$ cat src/rtl/mcfsm_pkg.sv
// Shared types and constants for the multi-cycle control FSM.
package mcfsm_pkg;

  // Controller states; the 4-bit encoding is exported on the debug port.
  typedef enum logic [3:0] {
    S_IDLE     = 4'd0,
    S_FETCH    = 4'd1,
    S_DECODE   = 4'd2,
    S_MEM_ADDR = 4'd3,
    S_MEM_RD   = 4'd4,
    S_MEM_WB   = 4'd5,
    S_MEM_WR   = 4'd6,
    S_EXEC     = 4'd7,
    S_R_WB     = 4'd8,
    S_ADDI_EX  = 4'd9,
    S_ADDI_WB  = 4'd10,
    S_BRANCH   = 4'd11,
    S_JUMP     = 4'd12,
    S_HALT     = 4'd13,
    S_TRAP     = 4'd14
  } state_e;

  // Opcodes (low 4 bits of the opcode field)
  localparam logic [3:0] OP_RTYPE = 4'd0;
  localparam logic [3:0] OP_LW    = 4'd1;
  localparam logic [3:0] OP_SW    = 4'd2;
  localparam logic [3:0] OP_BEQ   = 4'd3;
  localparam logic [3:0] OP_ADDI  = 4'd4;
  localparam logic [3:0] OP_J     = 4'd5;
  localparam logic [3:0] OP_HALT  = 4'd15;

  // ALU operation select
  localparam logic [1:0] ALU_ADD   = 2'd0;
  localparam logic [1:0] ALU_SUB   = 2'd1;
  localparam logic [1:0] ALU_FUNCT = 2'd2;

  // PC source select
  localparam logic [1:0] PCSRC_ALU    = 2'd0;
  localparam logic [1:0] PCSRC_ALUOUT = 2'd1;
  localparam logic [1:0] PCSRC_JUMP   = 2'd2;

  // ALU B operand select
  localparam logic [1:0] SRCB_B   = 2'd0;
  localparam logic [1:0] SRCB_ONE = 2'd1;
  localparam logic [1:0] SRCB_IMM = 2'd2;

  // Registered Moore strobes
  typedef struct packed {
    logic       pc_write;
    logic       pc_write_cond;
    logic [1:0] pc_source;
    logic       i_or_d;
    logic       mem_read;
    logic       mem_write;
    logic       mem_to_reg;
    logic       reg_dst;
    logic       reg_write;
    logic       alu_src_a;
    logic [1:0] alu_src_b;
    logic [1:0] alu_op;
  } ctrl_t;

  // True for states that do useful work (idle and terminal states excluded).
  function automatic logic is_busy_state(state_e s);
    return (s != S_IDLE) && (s != S_HALT) && (s != S_TRAP);
  endfunction

endpackage

$ cat src/rtl/mcfsm_next_state.sv
// Combinational next-state decoder for the multi-cycle control FSM.
module mcfsm_next_state
  import mcfsm_pkg::*;
#(
  parameter int OPCODE_W = 4
) (
  input  state_e              state,
  input  logic                run,
  input  logic [OPCODE_W-1:0] opcode,
  input  logic                mem_ready,
  output state_e              state_nxt
);

  logic [3:0] op_lo;
  logic       op_hi_zero;

  // Only the low nibble is decoded; any set upper bit makes the opcode illegal.
  assign op_lo      = opcode[3:0];
  assign op_hi_zero = ((opcode >> 4) == '0);

  // Next-state selection; memory states hold until the handshake completes.
  always_comb begin
    state_nxt = state;
    case (state)
      S_IDLE:     if (run) state_nxt = S_FETCH;
      S_FETCH:    if (mem_ready) state_nxt = S_DECODE;
      S_DECODE: begin
        if (!op_hi_zero) begin
          state_nxt = S_TRAP;
        end else begin
          case (op_lo)
            OP_LW, OP_SW: state_nxt = S_MEM_ADDR;
            OP_RTYPE:     state_nxt = S_EXEC;
            OP_ADDI:      state_nxt = S_ADDI_EX;
            OP_BEQ:       state_nxt = S_BRANCH;
            OP_J:         state_nxt = S_JUMP;
            OP_HALT:      state_nxt = S_HALT;
            default:      state_nxt = S_TRAP;
          endcase
        end
      end
      S_MEM_ADDR: state_nxt = (op_lo == OP_LW) ? S_MEM_RD : S_MEM_WR;
      S_MEM_RD:   if (mem_ready) state_nxt = S_MEM_WB;
      S_MEM_WR:   if (mem_ready) state_nxt = S_FETCH;
      S_EXEC:     state_nxt = S_R_WB;
      S_ADDI_EX:  state_nxt = S_ADDI_WB;
      S_MEM_WB, S_R_WB, S_ADDI_WB, S_BRANCH, S_JUMP:
                  state_nxt = S_FETCH;
      S_HALT, S_TRAP:
                  state_nxt = state;
      // Unused encoding: recover to idle.
      default:    state_nxt = S_IDLE;
    endcase
  end

endmodule

$ cat src/rtl/multicycle_ctrl_fsm.sv
// Multi-cycle control unit: sequences fetch/decode/execute/memory/writeback
// and drives per-state datapath strobes. Strobes are registered from the
// next state so they line up with the state register; ir_write and the
// fetch-time pc_write are qualified by mem_ready.
// Optional performance counters: define MCFSM_PERF_CNT_EN.
module multicycle_ctrl_fsm
  import mcfsm_pkg::*;
#(
  parameter int OPCODE_W = 4,
  parameter int ALUOP_W  = 2,
  parameter int CNT_W    = 32
) (
  input  logic                clk,
  input  logic                rst,
  input  logic                run,
  input  logic [OPCODE_W-1:0] opcode,
  input  logic                mem_ready,
  output logic                pc_write,
  output logic                pc_write_cond,
  output logic [1:0]          pc_source,
  output logic                ir_write,
  output logic                i_or_d,
  output logic                mem_read,
  output logic                mem_write,
  output logic                mem_to_reg,
  output logic                reg_dst,
  output logic                reg_write,
  output logic                alu_src_a,
  output logic [1:0]          alu_src_b,
  output logic [ALUOP_W-1:0]  alu_op,
  output logic                halted,
  output logic                illegal,
  output logic [3:0]          state
`ifdef MCFSM_PERF_CNT_EN
  ,
  output logic [CNT_W-1:0]    cycle_cnt,
  output logic [CNT_W-1:0]    instr_cnt
`endif
);

  if (OPCODE_W < 4) begin : g_bad_opcode_w
    $error("OPCODE_W must be at least 4");
  end
  if (ALUOP_W < 2) begin : g_bad_aluop_w
    $error("ALUOP_W must be at least 2");
  end
  if (CNT_W < 1) begin : g_bad_cnt_w
    $error("CNT_W must be at least 1");
  end

  state_e state_q, state_d;
  ctrl_t  ctrl_q, ctrl_d;
  logic   halted_q, halted_d;
  logic   illegal_q, illegal_d;
  logic   fetch_done;

  mcfsm_next_state #(.OPCODE_W(OPCODE_W)) u_next_state (
    .state     (state_q),
    .run       (run),
    .opcode    (opcode),
    .mem_ready (mem_ready),
    .state_nxt (state_d)
  );

  // Strobe decode for the state being entered, plus sticky status bits.
  always_comb begin
    ctrl_d    = '0;
    halted_d  = halted_q | (state_d == S_HALT);
    illegal_d = illegal_q | (state_d == S_TRAP);
    case (state_d)
      S_FETCH: begin
        ctrl_d.mem_read  = 1'b1;
        ctrl_d.i_or_d    = 1'b0;
        ctrl_d.alu_src_a = 1'b0;
        ctrl_d.alu_src_b = SRCB_ONE;
        ctrl_d.alu_op    = ALU_ADD;
        ctrl_d.pc_source = PCSRC_ALU;
      end
      S_DECODE: begin
        // Branch target precomputed into ALUOut.
        ctrl_d.alu_src_a = 1'b0;
        ctrl_d.alu_src_b = SRCB_IMM;
        ctrl_d.alu_op    = ALU_ADD;
      end
      S_MEM_ADDR, S_ADDI_EX: begin
        ctrl_d.alu_src_a = 1'b1;
        ctrl_d.alu_src_b = SRCB_IMM;
        ctrl_d.alu_op    = ALU_ADD;
      end
      S_MEM_RD: begin
        ctrl_d.mem_read = 1'b1;
        ctrl_d.i_or_d   = 1'b1;
      end
      S_MEM_WB: begin
        ctrl_d.reg_write  = 1'b1;
        ctrl_d.mem_to_reg = 1'b1;
        ctrl_d.reg_dst    = 1'b0;
      end
      S_MEM_WR: begin
        ctrl_d.mem_write = 1'b1;
        ctrl_d.i_or_d    = 1'b1;
      end
      S_EXEC: begin
        ctrl_d.alu_src_a = 1'b1;
        ctrl_d.alu_src_b = SRCB_B;
        ctrl_d.alu_op    = ALU_FUNCT;
      end
      S_R_WB: begin
        ctrl_d.reg_write  = 1'b1;
        ctrl_d.reg_dst    = 1'b1;
        ctrl_d.mem_to_reg = 1'b0;
      end
      S_ADDI_WB: begin
        ctrl_d.reg_write  = 1'b1;
        ctrl_d.reg_dst    = 1'b0;
        ctrl_d.mem_to_reg = 1'b0;
      end
      S_BRANCH: begin
        ctrl_d.alu_src_a     = 1'b1;
        ctrl_d.alu_src_b     = SRCB_B;
        ctrl_d.alu_op        = ALU_SUB;
        ctrl_d.pc_write_cond = 1'b1;
        ctrl_d.pc_source     = PCSRC_ALUOUT;
      end
      S_JUMP: begin
        ctrl_d.pc_write  = 1'b1;
        ctrl_d.pc_source = PCSRC_JUMP;
      end
      default: ;
    endcase
  end

  // State register and registered outputs; reset aborts any instruction.
  always_ff @(posedge clk) begin
    if (rst) begin
      state_q   <= S_IDLE;
      ctrl_q    <= '0;
      halted_q  <= 1'b0;
      illegal_q <= 1'b0;
    end else begin
      state_q   <= state_d;
      ctrl_q    <= ctrl_d;
      halted_q  <= halted_d;
      illegal_q <= illegal_d;
    end
  end

  // Fetch completes in the cycle memory answers; reset suppresses the pulse.
  assign fetch_done = (state_q == S_FETCH) & mem_ready & ~rst;

  assign ir_write      = fetch_done;
  assign pc_write      = ctrl_q.pc_write | fetch_done;
  assign pc_write_cond = ctrl_q.pc_write_cond;
  assign pc_source     = ctrl_q.pc_source;
  assign i_or_d        = ctrl_q.i_or_d;
  assign mem_read      = ctrl_q.mem_read;
  assign mem_write     = ctrl_q.mem_write;
  assign mem_to_reg    = ctrl_q.mem_to_reg;
  assign reg_dst       = ctrl_q.reg_dst;
  assign reg_write     = ctrl_q.reg_write;
  assign alu_src_a     = ctrl_q.alu_src_a;
  assign alu_src_b     = ctrl_q.alu_src_b;
  assign alu_op        = ALUOP_W'(ctrl_q.alu_op);
  assign halted        = halted_q;
  assign illegal       = illegal_q;
  assign state         = state_q;

`ifdef MCFSM_PERF_CNT_EN
  logic [CNT_W-1:0] cycle_cnt_q, cycle_cnt_d;
  logic [CNT_W-1:0] instr_cnt_q, instr_cnt_d;

  // Busy-cycle count and retired-instruction count (re-entry into FETCH).
  always_comb begin
    cycle_cnt_d = cycle_cnt_q;
    instr_cnt_d = instr_cnt_q;
    if (is_busy_state(state_q)) cycle_cnt_d = cycle_cnt_q + CNT_W'(1);
    if ((state_d == S_FETCH) && (state_q != S_FETCH) && (state_q != S_IDLE))
      instr_cnt_d = instr_cnt_q + CNT_W'(1);
  end

  // Counter registers, wrapping naturally.
  always_ff @(posedge clk) begin
    if (rst) begin
      cycle_cnt_q <= '0;
      instr_cnt_q <= '0;
    end else begin
      cycle_cnt_q <= cycle_cnt_d;
      instr_cnt_q <= instr_cnt_d;
    end
  end

  assign cycle_cnt = cycle_cnt_q;
  assign instr_cnt = instr_cnt_q;
`endif

endmodule

$ cat config.mk
export PLATFORM = sky130hd
export DESIGN_NAME = multicycle_ctrl_fsm
export DESIGN_NICKNAME = d
export VERILOG_FILES = /design/src/rtl/mcfsm_pkg.sv /design/src/rtl/mcfsm_next_state.sv /design/src/rtl/multicycle_ctrl_fsm.sv
export SDC_FILE = /design/constraint.sdc
export NUM_CORES = 1
export LEC_CHECK = 0
export BUFFER_PORTS_ARGS = -buffer_cell sky130_fd_sc_hd__buf_2
export CAP_MARGIN = 15
export CORE_MARGIN = 3
export CORE_UTILIZATION = 45
export CTS_CLUSTER_SIZE = 24
export DETAILED_ROUTE_END_ITERATION = 10
export GPL_ROUTABILITY_DRIVEN = 0
export PLACE_DENSITY = 0.71
export SKIP_CTS_REPAIR_TIMING = 1
export SYNTH_ARGS = -nofsm -noshare
export SYNTH_HDL_FRONTEND = slang
export SYNTH_SLANG_ARGS = --single-unit
$ cat constraint.sdc
create_clock -name clk -period 3.4 [get_ports clk]
set_clock_uncertainty 0.05 [all_clocks]
set_input_delay 0.34 -clock clk [delete_from_list [all_inputs] [get_ports clk]]
set_output_delay 0.34 -clock clk [all_outputs]
set_load 0.01 [all_outputs]
# Word level (Yosys, flattened, before mapping)
# Index checks and enable logic that the tools add are counted.
# W data, S select, Z words.
word_totals:
  elab_cells: 78
  regBits: 21
  output_inout_bits: 22
classes:
  bitwise: 6
  mux: 15
  n_reduce_logical: 8
  n_eq_ne: 34
ops:
  columns: ["operator", "n"]
  rows:
  - ["$eq A4 B4 Y1 const B", 15]
  - ["$eq A4 B3 Y1 const B", 10]
  - ["$pmux W4 S10", 1]
  - ["$pmux W5 S5", 1]
  - ["$eq A4 B2 Y1 const B", 6]
  - ["$pmux W4 S6", 1]
  - ["$mux W4", 4]
  - ["$eq A4 B1 Y1 const B", 3]
  - ["$reduce_or A2 Y1", 5]
  - ["$pmux W3 S3", 1]
  - ["$logic_not A4 Y1", 2]
  - ["$mux W1", 5]
  - ["$reduce_or A5 Y1", 1]
  - ["$pmux W2 S2", 1]
  - ["$or A1 B1 Y1", 3]
  - ["$and A1 B1 Y1", 2]
  - ["$mux W2", 1]
  - ["$not A1 Y1", 1]

# Logic depth before layout (Yosys ltp)
logic_depth:
  depth_word: 7
  mapped_depth: 7

# By module
# A second synthesis with hierarchy kept.
unflattened:
  cells_unflattened: 109
  hier_area_um2: 1037.2
modules_own_cells:
  columns: ["mod", "seq_area_each_um2", "area_per_inst_um2", "instances", "cells_each"]
  rows:
  - ["multicycle_ctrl_fsm", 380.4, 760.7, 1, 69]
  - ["mcfsm_next_state", 0.0, 276.5, 1, 40]

# Worst setup path after synthesis
# OpenSTA, ideal clock, no wires.
synth_path:
  path_type: "register to register"
  startpoint: "register state_q[1], in the netlist state[1]"
  endpoint: "register halted_q, in the netlist halted"
  n_path_buf: 1
  path_slack_ns: 1.526
  path_stages_with_launch: 8
  setup_time_ns: 0.065
  arrival_ns: 1.759
  t_required_ns: 3.285
  path_cell_list: "dfxtp_1 -> buf_4 -> or3b_4 -> or3_4 -> and3_4 -> nor3_2 -> a21oi_1 -> nor2_1"
synth_between:
  elab_chain_cells: 5
  elab_cells_between_ends: 24
synth_rtl:
  columns: ["element", "line", "source"]
  rows:
  - ["start, declared", "multicycle_ctrl_fsm.sv:51", "state_e state_q, state_d;"]
  - ["start signal, assigned", "multicycle_ctrl_fsm.sv:141", "state_q <= state_d;"]
  - ["$eq A4 B3 Y1 or $eq A4 B4 Y1 (tied branches)", "mcfsm_next_state.sv:24", "case (state)"]
  - ["$reduce_or A5 Y1 or $reduce_or A2 Y1 (tied branches)", "mcfsm_next_state.sv:24", null]
  - ["$pmux W4 S10 (*)", "mcfsm_next_state.sv:24", null]
  - ["$eq A4 B4 Y1 (*)", "multicycle_ctrl_fsm.sv:68", "halted_d = halted_q | (state_d == S_HALT);"]
  - ["$or A1 B1 Y1 (*)", "multicycle_ctrl_fsm.sv:68", null]
  - ["end signal, assigned", "multicycle_ctrl_fsm.sv:143", "halted_q <= halted_d;"]
  - ["end, declared", "multicycle_ctrl_fsm.sv:53", "logic halted_q, halted_d;"]
# Every way passes the cells marked *; elsewhere a longest branch is shown, timed or not.
# A chain may end at the register's enable or synchronous reset.

# Final worst setup path
layout_path:
  startpoint: "register state_q[0], in the netlist state[0]"
  endpoint: "register ctrl_q, in the netlist reg_write"
layout_between:
  elab_chain_cells: 5
  elab_cells_between_ends: 26
layout_rtl:
  columns: ["element", "line", "source"]
  rows:
  - ["$eq A4 B3 Y1 or $eq A4 B4 Y1 (tied branches)", "mcfsm_next_state.sv:24", null]
  - ["$reduce_or A5 Y1 or $reduce_or A2 Y1 (tied branches)", "mcfsm_next_state.sv:24", null]
  - ["$pmux W4 S10 (*)", "mcfsm_next_state.sv:24", null]
  - ["$eq A4 B4 Y1 or $eq A4 B3 Y1 (tied branches)", "multicycle_ctrl_fsm.sv:70", "case (state_d)"]
  - ["$pmux W3 S3 (*)", "multicycle_ctrl_fsm.sv:70", null]
  - ["end signal, assigned", "multicycle_ctrl_fsm.sv:142", "ctrl_q <= ctrl_d;"]
  - ["end, declared", "multicycle_ctrl_fsm.sv:52", "ctrl_t ctrl_q, ctrl_d;"]
# Marked as above.

==> results.txt <==
----------------------------------------------------
[Critical path]
  FF-to-FF Start ... state[0]$_SDFF_PP0_
  Terminus of the critical flop-to-flop path ... reg_write$_SDFF_PP0_
  Worst Path Class, Setup ... reg -> reg
  Crit path required time ... about 3.6 ns
  Critical path capture point type ... flip-flop
  Worst path arrival time ... around 2.2 ns
  Register-to-Register Path Depth ... 5
  Startpoint types ... flip-flop
  Maximum net fanout on the critical path ... 15
  Worst setup slack for register-to-register paths ... roughly 1.3 ns

[Route]
  Routed vias/inst ... 5.24
  DRC viols ... 0
  Number of nets with antenna violations after routing ... 0
  Met3 WL post-DR ... between 100 and 150 µm
  Wirelength per Cell ... approximately 13 µm
  Number of violations reported at the end of detailed-routing iteration 0 ... 21
  Top Metal Used ... met4
  Met1 wire length ... ~1000 µm
  Final routed wirelength across all metal layers ... 2010 µm
  Router iterations before antenna repair ... 4
  Via Count ... slightly above 800
  Met2 WL ... around 890 µm

[Timing]
  Final setup viols ... 0
  RSZ-0062 raised after global routing ... false
  Final hold vios ... 0
  Transition at the pin with the smallest max-transition slack ... roughly 0.47 ns
  Minimum period implied by the final worst setup slack ... slightly above 2 ns
  Period Utilization, post-route ... roughly 60%
  Peak clock frequency supported by timing ... just under 500 MHz
  Normalized max-slew margin ... between 60% and 70%
  Post-route setup TNS ... 0 ns
  Final count of pins violating max slew ... 0

[Synthesis]
  Post-Syn Area ... just over 1000 µm²
  Largest cells by area after synthesis ... dfxtp_1 40%, buf_4 5.9%, nor2_1 4.1%, or3_4 3.3%, a21oi_1 2.5%
  Post-synthesis sequential area ratio ... around two fifths
  Number of enable-type register cells in the synthesized netlist ... 0
  Total of flip-flops plus latches after synthesis ... 20
  Asr flop ratio synth ... 0%
  Syn Inst Count ... about 110
  Number of unique standard cell types used by synthesis ... between 40 and 50
  Number of nets produced by synthesis ... approximately 120
  Cell type contributing the most total cell area after synthesis ... dfxtp_1
  Mean Syn Cell Area ... ~9.3 µm²
  Yosys warning total ... 0
  Post-synth top area share ... roughly two fifths
  Most instantiated flip-flop cell in the synthesis netlist ... dfxtp_1

[GRT]
  First-pass GRT wire length ... 3420 µm
  Global-route congestion overflow total ... 0
  All-Layer GR Usage ... between 15 and 20%
  Via count of the first global-routing pass ... roughly 720
  Pin count of the biggest net entering global routing ... 16
  Initial antenna violation count ... 0

[Pwr]
  Design Power ... roughly 610 µW
  Power Density ... between 500 and 600 nW/µm²
  Relative contribution of combinational cells to total power ... about a quarter
  Clock group share of total power ... between 30% and 40%
  Psw ... between 150 and 200 µW
  Share of total power consumed by net switching ... between 20% and 30%
  Share of power burned in registers ... between 40% and 50%
  Leak ... 0.543 nW
  Internal Dissipation ... 438 µW
  Maximum resistive drop on vdd ... roughly 0.3 mV

[Worst hold path]
  HP Class ... in -> reg
  Hold path startpoint ... rst
  Terminating pin of the worst hold path ... state[3]$_SDFF_PP0_
  Hold-critical path depth ... 2

[Cells and area]
  Fraction of layout instances using a drive strength above 1 ... a little over a third
  Final-layout fill cell count ... between 150 and 200
  Flip-flop count of the largest register, all copies and words added ... 4
  Area Growth Syn to Fin ... 15.0%
  Number of nets in the final layout ... 139
  Antenna diode instance count ... 0

[Die]
  Row Count ... 16
  Initial cell density of the core ... between 40% and 50%
  Die outline area ... roughly 2800 µm²
  Core outline area ... slightly above 2000 µm²
  Die H ... roughly 53 µm
  IO Pins ... 30
  Die span in x ... approximately 53 µm

[Placed design]
  Post-DP HPWL ... approximately 1500 µm
  Number of input and output port buffers inserted ... 29

[Clock tree]
  Deepest level of the CTS H-tree ... 1
  Number of buffers created by CTS ... 3
  Clock tree root driver cell ... clkbuf_4
  Clock transition at the registers of the reported paths ... 0.11 ns
  Clock Latency Late Sink ... slightly below 0.3 ns
  Clock tree from TritonCTS ... done
  CTS sink cnt ... 20
  Buffer levels on the longest clock path ... 2

[Flow run]
  Max-cap check violation count ... 0

[Run status]
  Run status ... finished clean

----------------------------------------------------
synthesized netlist by cell type, types with 2 or more instances:
library cell  instances
buf_4                 8
nand2b_1              4
o21ai_0               2
a211oi_1              2
o21a_1                2
nor2b_1               3
nor3b_1               3
a21oi_1               5
inv_1                 4
nor3_1                5
nand2_1               5
nor2_1               11
or3_4                 3
dfxtp_1              20
nor4b_1               2
power by group through the flow:
stage | Combinational, mW | Sequential [mW] | Clock [mW]
detailed placement | 0.154 | 0.274 | 0
global placement | 0.152 | 0.273 | 0
global route | 0.173 | 0.272 | 0.204
finish | 0.155 | 0.269 | 0.189
floorplan | 0.128 | 0.269 | 0
CTS | 0.156 | 0.269 | 0.193
metal layers:
metal	vias to the layer above	global-route usage, %
li1	416	-
met1	381	23.5
met2	24	22.9
met3	2	4.23
met4	0	5.11
met5	-	0
critical path, cell delays in order (launching register included):
cell and delay (ns):
dfxtp_1 0.63, nor4b_1 0.32, a21oi_1 0.12, a22o_2 0.32, or3_4 0.40, o32ai_1 0.14
final cells by class:
type                       instances  area (µm²)  share of cell area, %
multi-input combinational         73         514                   44.3
sequential                        20         400                   34.5
timing repair buffer              29         145                   12.5
tap                               27        33.8                   2.91
clock inverter                     1        30.0                   2.59
clock buffer                       3        22.5                   1.94
inverter                           4        15.0                   1.29
metrics by stage:
stage / setup WS (ns) / cell area (µm²) / utilization [%] / hold WS, ns / instances
finish: 1.33 / 1160 / 56.9 / 0.307 / 157
global route: 1.20 / 1160 / 56.9 / 0.308 / 157
CTS: 1.35 / 1160 / 56.9 / 0.301 / 157
detailed placement: 1.37 / 1110 / 54.3 / 0.407 / 153
global placement: 1.41 / 1110 / 54.3 / 0.410 / 153
floorplan: 1.53 / 1010 / - / 0.454 / 108
how the worst max path moves through the flow:
stage	depth (start not counted)	slack (ns)	startpoint	endpoint
2_1_floorplan	7	1.53	state[1]$_SDFF_PP0_	halted$_SDFF_PP0_
3_3_place_gp	5	1.41	state[1]$_SDFF_PP0_	reg_write$_SDFF_PP0_
3_5_place_dp	6	1.37	state[0]$_SDFF_PP0_	alu_src_b[1]$_SDFF_PP0_
4_1_cts	6	1.35	state[0]$_SDFF_PP0_	alu_src_b[1]$_SDFF_PP0_
5_1_grt	6	1.20	state[0]$_SDFF_PP0_	alu_src_b[1]$_SDFF_PP0_
6_report	5	1.33	state[0]$_SDFF_PP0_	reg_write$_SDFF_PP0_
cells in the final DEF (no fill, tap or decap), types with 2 or more instances in the layout:
cell      synthesis  final
clkbuf_4          0      3
a21oi_1           5      5
nand2_1           5      5
inv_1             4      4
o21ai_0           2      2
a211oi_1          2      2
buf_2             1     29
nor2b_1           3      3
o21a_1            2      2
nor2_1           11     11
nor3_1            5      5
dfxtp_1          20     20
nand2b_1          4      4
or3_4             3      3
nor3b_1           3      3
nor4b_1           2      2
kinds of logic (layout without fill, tap and decap cells):
logic type | Yosys count | in the layout | synth area share, %
and+or+nand+nor | 51 | 51 | 33.6
xor gates and xnor gates | 2 | 2 | 1.74
AOI/OAI and AO/OA | 20 | 20 | 15.6
buffers and inverters | 15 | 37 | 9.42
DFF | 20 | 20 | 39.7
Note: power is estimated with default switching activity, not from simulation.
